===== config.mk =====
export PLATFORM = sky130hd
export DESIGN_NAME = ext_interleaver_flat
export DESIGN_NICKNAME = d
export VERILOG_FILES = /design/src/rtl/ext_interleaver_if.sv /design/src/rtl/ext_interleaver.sv /design/src/flat_wrapper.sv
export SDC_FILE = /design/constraint.sdc
export NUM_CORES = 1
export LEC_CHECK = 0
export CORE_UTILIZATION = 28
export CTS_CLUSTER_DIAMETER = 40
export DETAILED_ROUTE_END_ITERATION = 10
export RECOVER_POWER = 50
export REMOVE_ABC_BUFFERS = 1
export SLEW_MARGIN = 25
export SYNTH_ARGS = -nofsm -noshare
export SYNTH_HDL_FRONTEND = slang
export SYNTH_SLANG_ARGS = --single-unit

===== constraint.sdc =====
create_clock -name clk_i -period 7.1 [get_ports clk_i]
set_input_delay 1.775 -clock clk_i [delete_from_list [all_inputs] [get_ports clk_i]]
set_output_delay 1.775 -clock clk_i [all_outputs]
set_load 0.02 [all_outputs]

===== src/rtl/ext_interleaver_if.sv =====
// Handshake bundle of the extrinsic interleaver: LLR input stream toward the block, extrinsic output stream out of it.
// slave is the block side; master is the producer/consumer side.
interface ext_interleaver_if #(
    parameter int DATA_SIZE = 10,
    parameter int EXT_SIZE  = 7
);
    logic                        llr_valid_i;
    logic signed [DATA_SIZE-1:0] llr_i;
    logic signed [EXT_SIZE-1:0]  sys_i;
    logic signed [EXT_SIZE-1:0]  apr_i;
    logic                        deint_i;
    logic                        in_ready_o;
    logic                        ext_valid_o;
    logic signed [EXT_SIZE-1:0]  ext_o;
    logic                        out_ready_i;
    logic                        frame_done_o;

    modport slave (
        input  llr_valid_i, llr_i, sys_i, apr_i, deint_i, out_ready_i,
        output in_ready_o, ext_valid_o, ext_o, frame_done_o
    );

    modport master (
        output llr_valid_i, llr_i, sys_i, apr_i, deint_i, out_ready_i,
        input  in_ready_o, ext_valid_o, ext_o, frame_done_o
    );
endinterface


===== src/rtl/ext_interleaver.sv =====
// Extrinsic interleave/deinterleave frame buffer; EXT_SCALE_EN adds 0.75 scaling of the extrinsic before saturation.
// Output starts the cycle after the last input beat; out_ready_i low holds ext_o, input is refused while draining.
module ext_interleaver #(
    parameter int DATA_SIZE = 10,
    parameter int EXT_SIZE  = 7,
    parameter int BLOCK_LEN = 7,
    parameter int PERM_STEP = 3
) (
    input  logic              clk_i,
    input  logic              rst_i,
    ext_interleaver_if.slave  bus
);
    localparam int ADDR_W = (BLOCK_LEN > 1) ? $clog2(BLOCK_LEN) : 1;
    localparam int W      = DATA_SIZE + 2;
    localparam int MAXV   = (2 ** (EXT_SIZE - 1)) - 1;
    localparam logic signed [W-1:0] SAT_MAX = W'(MAXV);
    localparam logic signed [W-1:0] SAT_MIN = W'(-MAXV - 1);

    typedef enum logic {FILL, DRAIN} state_t;

    state_t                     state_q, state_d;
    logic [ADDR_W-1:0]          cnt_q, cnt_d;
    logic [ADDR_W-1:0]          perm_q, perm_d;
    logic [ADDR_W-1:0]          rd_addr_q, rd_addr_d;
    logic                       deint_q, deint_d;
    logic                       done_q, done_d;
    logic signed [EXT_SIZE-1:0] mem_q [BLOCK_LEN];

    logic                       wr_en;
    logic [ADDR_W-1:0]          wr_addr;
    logic                       deint_eff;
    logic                       last;
    logic [ADDR_W:0]            perm_sum;
    logic [ADDR_W-1:0]          perm_next;

    logic signed [W-1:0]        llr_x, sys_x, apr_x, d_raw, d_sc;
    logic signed [EXT_SIZE-1:0] ext_sat;

    assign llr_x = {{(W-DATA_SIZE){bus.llr_i[DATA_SIZE-1]}}, bus.llr_i};
    assign sys_x = {{(W-EXT_SIZE){bus.sys_i[EXT_SIZE-1]}}, bus.sys_i};
    assign apr_x = {{(W-EXT_SIZE){bus.apr_i[EXT_SIZE-1]}}, bus.apr_i};
    assign d_raw = llr_x - sys_x - apr_x;

`ifdef EXT_SCALE_EN
    assign d_sc = d_raw - (d_raw >>> 2);
`else
    assign d_sc = d_raw;
`endif

    always_comb begin
        if (d_sc > SAT_MAX)      ext_sat = EXT_SIZE'(SAT_MAX);
        else if (d_sc < SAT_MIN) ext_sat = EXT_SIZE'(SAT_MIN);
        else                     ext_sat = EXT_SIZE'(d_sc);
    end

    // pi(i+1) = pi(i) + P mod BLOCK_LEN, one conditional subtract since pi(i) < BLOCK_LEN
    assign perm_sum  = {1'b0, perm_q} + (ADDR_W+1)'(PERM_STEP);
    assign perm_next = (perm_sum >= (ADDR_W+1)'(BLOCK_LEN))
                     ? ADDR_W'(perm_sum - (ADDR_W+1)'(BLOCK_LEN))
                     : perm_sum[ADDR_W-1:0];

    assign last      = (cnt_q == ADDR_W'(BLOCK_LEN - 1));
    assign deint_eff = (cnt_q == '0) ? bus.deint_i : deint_q;
    assign wr_addr   = deint_eff ? perm_q : cnt_q;

    always_comb begin
        state_d   = state_q;
        cnt_d     = cnt_q;
        perm_d    = perm_q;
        rd_addr_d = rd_addr_q;
        deint_d   = deint_q;
        done_d    = 1'b0;
        wr_en     = 1'b0;
        case (state_q)
            FILL: begin
                if (bus.llr_valid_i) begin
                    wr_en   = 1'b1;
                    deint_d = deint_eff;
                    if (last) begin
                        state_d   = DRAIN;
                        cnt_d     = '0;
                        perm_d    = '0;
                        rd_addr_d = '0;
                    end else begin
                        cnt_d  = cnt_q + ADDR_W'(1);
                        perm_d = perm_next;
                    end
                end
            end
            DRAIN: begin
                if (bus.out_ready_i) begin
                    if (last) begin
                        state_d   = FILL;
                        cnt_d     = '0;
                        perm_d    = '0;
                        rd_addr_d = '0;
                        done_d    = 1'b1;
                    end else begin
                        cnt_d     = cnt_q + ADDR_W'(1);
                        perm_d    = perm_next;
                        rd_addr_d = deint_q ? (cnt_q + ADDR_W'(1)) : perm_next;
                    end
                end
            end
            default: state_d = FILL;
        endcase
    end

    always_ff @(posedge clk_i) begin
        if (rst_i) begin
            state_q   <= FILL;
            cnt_q     <= '0;
            perm_q    <= '0;
            rd_addr_q <= '0;
            deint_q   <= 1'b0;
            done_q    <= 1'b0;
        end else begin
            state_q   <= state_d;
            cnt_q     <= cnt_d;
            perm_q    <= perm_d;
            rd_addr_q <= rd_addr_d;
            deint_q   <= deint_d;
            done_q    <= done_d;
        end
    end

    // Storage is deliberately unreset; every frame rewrites all entries before they are read.
    always_ff @(posedge clk_i) begin
        if (wr_en && !rst_i) mem_q[wr_addr] <= ext_sat;
    end

    assign bus.in_ready_o   = (state_q == FILL);
    assign bus.ext_valid_o  = (state_q == DRAIN);
    assign bus.ext_o        = (state_q == DRAIN) ? mem_q[rd_addr_q] : '0;
    assign bus.frame_done_o = done_q;
endmodule


===== src/flat_wrapper.sv =====
// flat-port wrapper written by rule: the top's interface ports become plain ports
module ext_interleaver_flat 
#(
    parameter int DATA_SIZE = 10,
    parameter int EXT_SIZE  = 7,
    parameter int BLOCK_LEN = 7,
    parameter int PERM_STEP = 3
)
  (clk_i, rst_i, bus_llr_valid_i, bus_llr_i, bus_sys_i, bus_apr_i, bus_deint_i, bus_out_ready_i, bus_in_ready_o, bus_ext_valid_o, bus_ext_o, bus_frame_done_o);
  ext_interleaver_if #(.DATA_SIZE(DATA_SIZE), .EXT_SIZE(EXT_SIZE)) bus_i ();
  input  logic clk_i;
  input  logic rst_i;
  input wire logic [$bits(bus_i.llr_valid_i)-1:0] bus_llr_valid_i;
  input wire logic [$bits(bus_i.llr_i)-1:0] bus_llr_i;
  input wire logic [$bits(bus_i.sys_i)-1:0] bus_sys_i;
  input wire logic [$bits(bus_i.apr_i)-1:0] bus_apr_i;
  input wire logic [$bits(bus_i.deint_i)-1:0] bus_deint_i;
  input wire logic [$bits(bus_i.out_ready_i)-1:0] bus_out_ready_i;
  output wire logic [$bits(bus_i.in_ready_o)-1:0] bus_in_ready_o;
  output wire logic [$bits(bus_i.ext_valid_o)-1:0] bus_ext_valid_o;
  output wire logic [$bits(bus_i.ext_o)-1:0] bus_ext_o;
  output wire logic [$bits(bus_i.frame_done_o)-1:0] bus_frame_done_o;
  assign bus_i.llr_valid_i = bus_llr_valid_i;
  assign bus_i.llr_i = bus_llr_i;
  assign bus_i.sys_i = bus_sys_i;
  assign bus_i.apr_i = bus_apr_i;
  assign bus_i.deint_i = bus_deint_i;
  assign bus_i.out_ready_i = bus_out_ready_i;
  assign bus_in_ready_o = bus_i.in_ready_o;
  assign bus_ext_valid_o = bus_i.ext_valid_o;
  assign bus_ext_o = bus_i.ext_o;
  assign bus_frame_done_o = bus_i.frame_done_o;
  ext_interleaver #(.DATA_SIZE(DATA_SIZE), .EXT_SIZE(EXT_SIZE), .BLOCK_LEN(BLOCK_LEN), .PERM_STEP(PERM_STEP)) u_core (.clk_i(clk_i), .rst_i(rst_i), .bus(bus_i));
endmodule

==> flow_metrics.env, run 1 <==
export IMPL_status="finished, final reports clean"
export IMPL_grt_pass1_vias=2466
export IMPL_fin_crit_sh_pct=70.5
export IMPL_rsz0062_at_grt="false"
export IMPL_vdd_drop_max_mv=0.106
export IMPL_vias=2443
export IMPL_multi_input_area_um2=1680
export IMPL_gp_congestion=0.775
export IMPL_clk_path_buf_depth=2
export IMPL_worst_slew_pin_slew_ps=934
export IMPL_hold_buffers=0
export IMPL_yosysWarnings=0
export IMPL_cts_inserted_buffers=9
export IMPL_first_pass_iters=4
export IMPL_relSlewSlack_pct=37.6
export IMPL_final_common_cell="edfxtp_1"
export IMPL_synth_top_area_cell="edfxtp_1"
export IMPL_syn_area_um2=3620
export IMPL_yosysUniqueCellTypes=55
export IMPL_synth_area_per_cell_um2=11.4
export IMPL_met2_usage_pct=19.7
export IMPL_hpwl_um=5050
export IMPL_p_leak_uw=0.00160
export IMPL_use_met3_pct=2.56
export IMPL_clock_latency_ps=330
export IMPL_grt_max_degree=22
export IMPL_synth_top_area_share_pct=40.6
export IMPL_cp_required_ps=7120
export IMPL_die_h_um=116
export IMPL_drc=0
export IMPL_fmax_mhz=200
export IMPL_rows=41
export IMPL_die_w_um=116
export IMPL_finalHoldViolCount=0
export IMPL_fin_skew_ps=6.27
export IMPL_routedWlPerCell_um=13.0
export IMPL_postRouteAntennaNets=0
export IMPL_crit_path_end_kind="flop"
export IMPL_grt_usage_pct=11.6
export IMPL_maxSlewViolCount=0
export IMPL_finalPower_uw=1190
export IMPL_synthFlopType="edfxtp_1"
export IMPL_p_clk_share_pct=39.6
export IMPL_grt_pass1_wl_um=11800
export IMPL_grt_busiest_layer="met2"
export IMPL_start_util_pct=28.7
export IMPL_drive_gt1_share_pct=10.5
export IMPL_core_um2=12600
export IMPL_period_minus_slack_ps=5010
export IMPL_combinationalPowerShare_pct=21.9
export IMPL_ys_ff_latch=64
export IMPL_clkTransAtPathRegs_ps=50
export IMPL_cts_setup_buffers=0
export IMPL_post_cts_resize_count=0
export IMPL_crit_arrival_ps=5020
export IMPL_start_kind="input pin"
export IMPL_rrSetupSlack_ps=4470
export IMPL_nFillCells=1277
export IMPL_cts_htree_levels=3
export IMPL_postLayoutCoreUtil_pct=35.6
export IMPL_p_sw_share_pct=26.9
export IMPL_switching_power_uw=321
export IMPL_dieArea_um2=13400
export IMPL_via_per_inst=4.57
export IMPL_cts_sinks=64
export IMPL_grt_ovfl_total=0
export IMPL_p_seq_share_pct=38.5
export IMPL_power_density_nw_per_um2=265
export IMPL_mostFrequentLayoutCells="edfxtp_1, nor2_1, clkdlybuf4s50_1"
export IMPL_routed_wl_um=6920
export IMPL_place_area_um2=4170
export IMPL_nNetsFinal=413
export IMPL_antenna_found_initial=0
export IMPL_ys_seq_area_share_pct=48.9
export IMPL_synth_async_sr_flop_share_pct=0
export IMPL_setup_viol=0
export IMPL_internal_power_uw=872
export IMPL_numPortBuffers=38
export IMPL_synth_area_leaders="edfxtp_1, dfxtp_1, ha_1"
export IMPL_syn_inst=317
export IMPL_cap_violations=0
export IMPL_grt_util_met1_pct=14.5
export IMPL_crit_type="in2reg"
export IMPL_hp_class="reg2reg"
export IMPL_io_pins=39
export IMPL_seq_area_um2=1770
export IMPL_fin_area_um2=4490
export IMPL_cts_tree="built"
export IMPL_worst_path_max_fanout=10
export IMPL_synth_edf_count=49
export IMPL_drt_iter0_drc=212
export IMPL_clockRootBuffer="clkbuf_16"
export IMPL_n_antenna_cell=0
export IMPL_tns_ps=0
export IMPL_layout_area_overhead_vs_synth_pct=24.0
## worst max-delay path: stages
cell	delay, ps
clkdlybuf4s50_1	460
inv_1	130
fa_1	510
ha_1	490
nand4_1	170
a211oi_1	300
nor3_2	70
xnor2_1	130
or4_4	550
o21ai_2	220
a21oi_1	220
## stage by stage
stage          hold slack, ps  setup slack (ps)  cells
2_1_floorplan             469              2550    307
3_3_place_gp              508              1880    518
3_5_place_dp              506              1770    518
4_1_cts                   518              2090    534
5_1_grt                   576              1770    534
6_report                  517              2090    534
## path summary, 6_finish.rpt
path                                  from                            end  depth (start not counted)
max                           bus_apr_i[6]   u_core.mem_q[4][4]$_DFFE_PP_                         11
min          u_core.perm_q[0]$_SDFFE_PP0P_  u_core.perm_q[0]$_SDFFE_PP0P_                          2
max reg2reg   u_core.cnt_q[0]$_SDFFE_PP0P_   u_core.mem_q[2][4]$_DFFE_PP_                          7
min reg2reg  u_core.perm_q[0]$_SDFFE_PP0P_  u_core.perm_q[0]$_SDFFE_PP0P_                          2
## flip-flops by register name (all words and copies together), names as in the netlist, named ones only
signal	flops
u_core.mem_q	49
u_core.cnt_q	3
u_core.perm_q	3
u_core.rd_addr_q	3
u_core.bus.ext_valid_o	1
u_core.bus.frame_done_o	1
u_core.deint_q	1
## cells in the mapped netlist, drive strengths merged (2+ instances only)
library cell  count
a211oi            4
a21o              5
a21oi            22
a22oi             5
a31oi             4
buf               2
clkbuf            8
dfxtp            15
edfxtp           49
fa               10
ha               17
inv              29
mux2i            15
mux4              7
nand2            21
nand2b            4
nand3             6
nor2             35
nor2b             4
nor3              5
o211ai            2
o21a              2
o21ai            15
o21bai            2
o31ai             2
or3b              2
xnor2             3
xor2              4
## layer usage
layer  vias up  share of wire [%]
met5         -                  0
met2        58                 48
met1      1147                 47
li1       1234                  -
met3         4                3.6
met4         0               0.65
## cells by family after synthesis
| kind of cell | Yosys count | synth area share [%] |
|---|---|---|
| buf+inv | 39 | 4.63 |
| flops | 64 | 48.9 |
| simple gates | 84 | 10.9 |
| xor+xnor | 7 | 1.69 |
| fa+ha+maj | 27 | 11.4 |
| compound gates | 73 | 13.6 |
| mux | 23 | 8.81 |
## power groups by stage
stage / Sequential, uW / Clock, uW / Combinational (uW)
global route: 460 / 501 / 302
floorplan: 465 / 0 / 195
CTS: 459 / 481 / 265
global placement: 466 / 0 / 257
detailed placement: 467 / 0 / 263
finish: 459 / 472 / 262
## layout make-up
cell class / instances / share of cell area [%]
Sequential cell: 64 / 39.4
Clock inverter: 7 / 2.31
Clock buffer: 9 / 5.01
Tap cell: 172 / 4.79
Timing Repair Buffer: 39 / 8.55
Multi-Input combinational cell: 214 / 37.5
Inverter: 29 / 2.42
Note: power is estimated with default switching activity, not from simulation.
==> run 2, diff against run 1 <==
clock period = 4.15 ns   (was 7.1 ns; I/O delays follow)
==> flow_metrics.env, run 2 (synthesis gave the netlist of run 1 again) <==
export IMPL_clockRootBuffer="clkbuf_16"
export IMPL_fin_hold_ws_ps=522
export IMPL_hold_path_depth=2
export IMPL_worstRegToRegCells=8
export IMPL_fin_crit_sh_pct=97.3
export IMPL_cts_inserted_buffers=9
export IMPL_die_h_um=116
export IMPL_finalPower_uw=2270
export IMPL_postLayoutCoreUtil_pct=38.7
export IMPL_first_pass_iters=4
export IMPL_clk_path_buf_depth=2
export IMPL_switching_power_uw=616
export IMPL_die_w_um=116
export IMPL_hpwl_um=5540
export IMPL_combinationalPowerShare_pct=27.7
export IMPL_gp_congestion=0.734
export IMPL_cts_sinks=64
export IMPL_maxSlewViolCount=0
export IMPL_via_per_inst=4.61
export IMPL_p_sw_share_pct=27.1
export IMPL_final_common_cell="edfxtp_1"
export IMPL_n_antenna_cell=0
export IMPL_grt_pass1_vias=2646
export IMPL_vdd_drop_max_mv=0.189
export IMPL_hp_class="reg2reg"
export IMPL_internal_power_uw=1660
export IMPL_finalHoldViolCount=0
export IMPL_rrSetupSlack_ps=1510
export IMPL_crit_arrival_ps=4080
export IMPL_io_pins=39
export IMPL_multi_input_area_um2=1780
export IMPL_p_seq_share_pct=34.6
export IMPL_dieArea_um2=13400
export IMPL_worst_slack_ps=112
export IMPL_grt_usage_pct=12.3
export IMPL_grt_pass1_wl_um=12700
export IMPL_clock_latency_ps=320
export IMPL_numPortBuffers=38
export IMPL_fin_skew_ps=6.64
export IMPL_hold_path_endpoint="u_core.perm_q[0]$_SDFFE_PP0P_"
export IMPL_worst_slew_pin_slew_ps=740
export IMPL_dp_worst_setup_slack_ps=-394
export IMPL_r2r_start="u_core.cnt_q[0]$_SDFFE_PP0P_"
export IMPL_cp_required_ps=4200
export IMPL_fmax_mhz=248
export IMPL_largest_register_ffs=49
export IMPL_relSlewSlack_pct=50.6
export IMPL_routedWlPerCell_um=13.4
export IMPL_setup_viol=0
export IMPL_power_density_nw_per_um2=465
export IMPL_grt_max_degree=22
export IMPL_min_from="u_core.perm_q[0]$_SDFFE_PP0P_"
export IMPL_start_util_pct=28.7
export IMPL_vias=2648
export IMPL_cts_tree="built"
export IMPL_start_kind="input pin"
export IMPL_routed_wl_um=7700
export IMPL_cts_htree_levels=3
export IMPL_worst_path_max_fanout=7
export IMPL_cap_violations=0
export IMPL_crit_type="in2reg"
export IMPL_p_clk_share_pct=37.7
export IMPL_crit_path_end_kind="flop"
export IMPL_postRouteAntennaNets=0
export IMPL_nNetsFinal=454
export IMPL_status="finished, final reports clean"
export IMPL_drt_iter0_drc=145
export IMPL_drc=0
export IMPL_rows=41
export IMPL_top_register="u_core.mem_q"
export IMPL_clkTransAtPathRegs_ps=60
export IMPL_drive_gt1_share_pct=20.8
export IMPL_seq_area_um2=1770
export IMPL_mostFrequentLayoutCells="edfxtp_1, nor2_1, buf_4"
export IMPL_antenna_found_initial=0
export IMPL_period_minus_slack_ps=4040
export IMPL_nFillCells=1255
export IMPL_grt_ovfl_total=0
export IMPL_core_um2=12600
export IMPL_r2r_end="u_core.mem_q[2][0]$_DFFE_PP_"
export IMPL_p_leak_uw=0.00179
export IMPL_layout_area_overhead_vs_synth_pct=34.8
[run 2: worst max-delay path, stage by stage]
cell and delay, ps:
clkdlybuf4s50_1 470, inv_2 80, fa_1 480, ha_1 350
a21o_1 210, o21bai_1 160, nor3_2 190, xnor2_1 100
or4_4 570, o21ai_4 200, buf_4 160, a21oi_4 80
[run 2: layer usage]
metal	vias to the layer above	track usage [%]	wire length (um)
li1	1315	-	-
met1	1270	14.8	3550
met2	55	21.6	3780
met3	8	2.67	257
met4	0	4.87	104
met5	-	0	0
[run 2: what timing repair did]
item	4_1_cts	5_1_grt
hold endpoints to repair	0	0
pin swaps	0	1
setup endpoints to repair	28	42
hold buffers	0	0
resized for setup	0	20
buffers inserted	0	4
[run 2: per-stage QoR]
stage          TNS, ps  cells  cell area, um^2
6_report             0    575             4880
5_1_grt          -26.5    575             4880
4_1_cts          -1360    571             4790
3_5_place_dp    -14140    555             4450
3_3_place_gp    -11370    555             4450
2_1_floorplan        0    307             3560
[run 2: how the worst max path moves through the flow]
stage                 start                           end  slack (ps)  depth (start not counted)
4_1_cts        bus_apr_i[6]  u_core.mem_q[1][2]$_DFFE_PP_         -60                         12
6_report       bus_apr_i[6]  u_core.mem_q[1][2]$_DFFE_PP_         110                         12
2_1_floorplan  bus_sys_i[6]  u_core.mem_q[0][3]$_DFFE_PP_         340                         10
3_5_place_dp   bus_apr_i[6]  u_core.mem_q[0][5]$_DFFE_PP_        -390                         12
5_1_grt        bus_apr_i[6]  u_core.mem_q[1][2]$_DFFE_PP_          -6                         12
3_3_place_gp   bus_apr_i[6]  u_core.mem_q[6][4]$_DFFE_PP_        -290                         11
[run 2: area by class of cell]
class / instances / area share (%)
Multi-Input combinational cell: 214 / 36.3
Inverter: 29 / 2.23
Timing Repair Buffer: 80 / 13.7
Sequential cell: 64 / 36.3
Clock inverter: 7 / 2.43
Clock buffer: 9 / 4.61
Tap cell: 172 / 4.41
[run 2: power by group through the flow]
| stage | sequential [uW] | clock [uW] | combinational [uW] |
|---|---|---|---|
| global placement | 797 | 0 | 524 |
| detailed placement | 799 | 0 | 538 |
| finish | 786 | 857 | 630 |
| CTS | 786 | 870 | 544 |
| floorplan | 795 | 0 | 333 |
| global route | 788 | 895 | 695 |
==> run 3, diff against run 2 <==
ABC_CLOCK_PERIOD_IN_PS = 4150   (was unset)
CELL_PAD_IN_SITES_DETAIL_PLACEMENT = 1   (was unset)
CELL_PAD_IN_SITES_GLOBAL_PLACEMENT = 2   (was unset)
PLACE_DENSITY_LB_ADDON = 0.1   (was unset)
==> flow_metrics.env, run 3 (synthesis gave the netlist of run 1 again) <==
export IMPL_layout_area_overhead_vs_synth_pct=36.4
export IMPL_drc=0
export IMPL_finalHoldViolCount=0
export IMPL_routedWlPerCell_um=15.3
export IMPL_grt_pass1_vias=2775
export IMPL_io_pins=39
export IMPL_seq_area_um2=1770
export IMPL_cap_violations=0
export IMPL_worst_slew_pin_slew_ps=810
export IMPL_crit_path_end_kind="flop"
export IMPL_period_minus_slack_ps=4030
export IMPL_fin_area_um2=4940
export IMPL_multi_input_area_um2=1870
export IMPL_hpwl_um=6580
export IMPL_fin_crit_sh_pct=97.1
export IMPL_largest_register_ffs=49
export IMPL_top_register="u_core.mem_q"
export IMPL_cts_htree_levels=3
export IMPL_nNetsFinal=456
export IMPL_status="finished, final reports clean"
export IMPL_postRouteAntennaNets=0
export IMPL_nFillCells=1400
export IMPL_cp_required_ps=4200
export IMPL_fmax_mhz=248
export IMPL_die_h_um=116
export IMPL_antenna_found_initial=0
export IMPL_start_util_pct=28.7
export IMPL_first_pass_iters=4
export IMPL_grt_usage_pct=14.3
export IMPL_die_w_um=116
export IMPL_via_per_inst=4.62
export IMPL_numPortBuffers=38
export IMPL_vias=2660
export IMPL_start_kind="input pin"
export IMPL_hp_class="reg2reg"
export IMPL_routed_wl_um=8820
export IMPL_hold_buffers=0
export IMPL_n_antenna_cell=0
export IMPL_grt_max_degree=22
export IMPL_tns_ps=0
export IMPL_grt_pass1_wl_um=14000
export IMPL_cts_inserted_buffers=9
export IMPL_core_um2=12600
export IMPL_rows=41
export IMPL_clockRootBuffer="clkbuf_16"
export IMPL_clkTransAtPathRegs_ps=50
export IMPL_power_density_nw_per_um2=439
export IMPL_place_area_um2=4480
export IMPL_gp_congestion=0.725
export IMPL_fin_skew_ps=4.84
export IMPL_p_leak_uw=0.00179
export IMPL_vdd_drop_max_mv=0.241
export IMPL_setup_viol=0
export IMPL_drive_gt1_share_pct=23.0
export IMPL_final_common_cell="edfxtp_1"
export IMPL_relSlewSlack_pct=45.9
export IMPL_crit_arrival_ps=4080
export IMPL_worst_path_max_fanout=7
export IMPL_crit_type="in2reg"
export IMPL_clk_path_buf_depth=2
export IMPL_cts_sinks=64
export IMPL_grt_ovfl_total=0
export IMPL_dieArea_um2=13400
export IMPL_maxSlewViolCount=0
export IMPL_drt_iter0_drc=62
export IMPL_cts_tree="built"
export IMPL_mostFrequentLayoutCells="edfxtp_1, buf_4, nor2_1"
export IMPL_clock_latency_ps=330
==> run 3: critical path, stage by stage <==
cell	delay (ps)
clkdlybuf4s50_1	470
inv_2	70
fa_1	590
ha_4	230
buf_4	160
nor2b_1	140
a2bb2oi_2	140
o21ai_0	90
o21bai_1	170
or4_4	510
o21ai_4	230
buf_12	160
a21oi_4	80
==> run 3: area by class of cell <==
cell class              count  share of cell area [%]
repair buffers             82                    14.2
clock inverters             6                    1.04
inverters                  29                    2.20
well taps                 172                    4.36
multi-input cells         214                    37.8
clock buffers               9                    4.56
flip-flops and latches     64                    35.9
==> run 3: final timing paths <==
kind	cells past startpoint	slack (ps)	to	start
max	13	120	u_core.mem_q[1][1]$_DFFE_PP_	bus_apr_i[6]
min	2	520	u_core.perm_q[0]$_SDFFE_PP0P_	u_core.perm_q[0]$_SDFFE_PP0P_
max reg2reg	8	1600	u_core.mem_q[2][5]$_DFFE_PP_	u_core.cnt_q[0]$_SDFFE_PP0P_
min reg2reg	2	520	u_core.perm_q[0]$_SDFFE_PP0P_	u_core.perm_q[0]$_SDFFE_PP0P_
==> run 3: what timing repair did <==
| action | in CTS | in global routing |
|---|---|---|
| cloned | 0 | 0 |
| endpoints found under the setup margin | 35 | 42 |
| resized for setup | 0 | 31 |
| setup buffers | 0 | 1 |
| pin swaps | 0 | 4 |
==> run 3: stage by stage <==
stage               power (uW)  worst slack, ps  hold slack, ps  utilization [%]  std cells
floorplan                 1130              338             469                -        307
global placement          1360             -308             509             35.5        560
detailed placement        1370             -407             522             35.5        560
CTS                       2080            -73.5             535             37.7        575
global route              2290            -25.3             568             39.2        576
finish                    2170              119             523             39.2        576
==> run 3: power by group <==
group          total, uW  leakage [uW]  switching [uW]  internal [uW]
clock                704      0.000138             252            452
combinational        682       0.00108             363            319
sequential           786      0.000563            9.41            776
total               2170       0.00179             624           1550
==> run 3: routing by layer <==
| layer | wire length (um) | track usage [%] | share of wire, % |
|---|---|---|---|
| met1 | 3980 | 17.0 | 45 |
| met2 | 4500 | 25.2 | 51 |
| met3 | 214 | 3.24 | 2.4 |
| met4 | 126 | 5.38 | 1.4 |
| met5 | 0 | 0 | 0 |
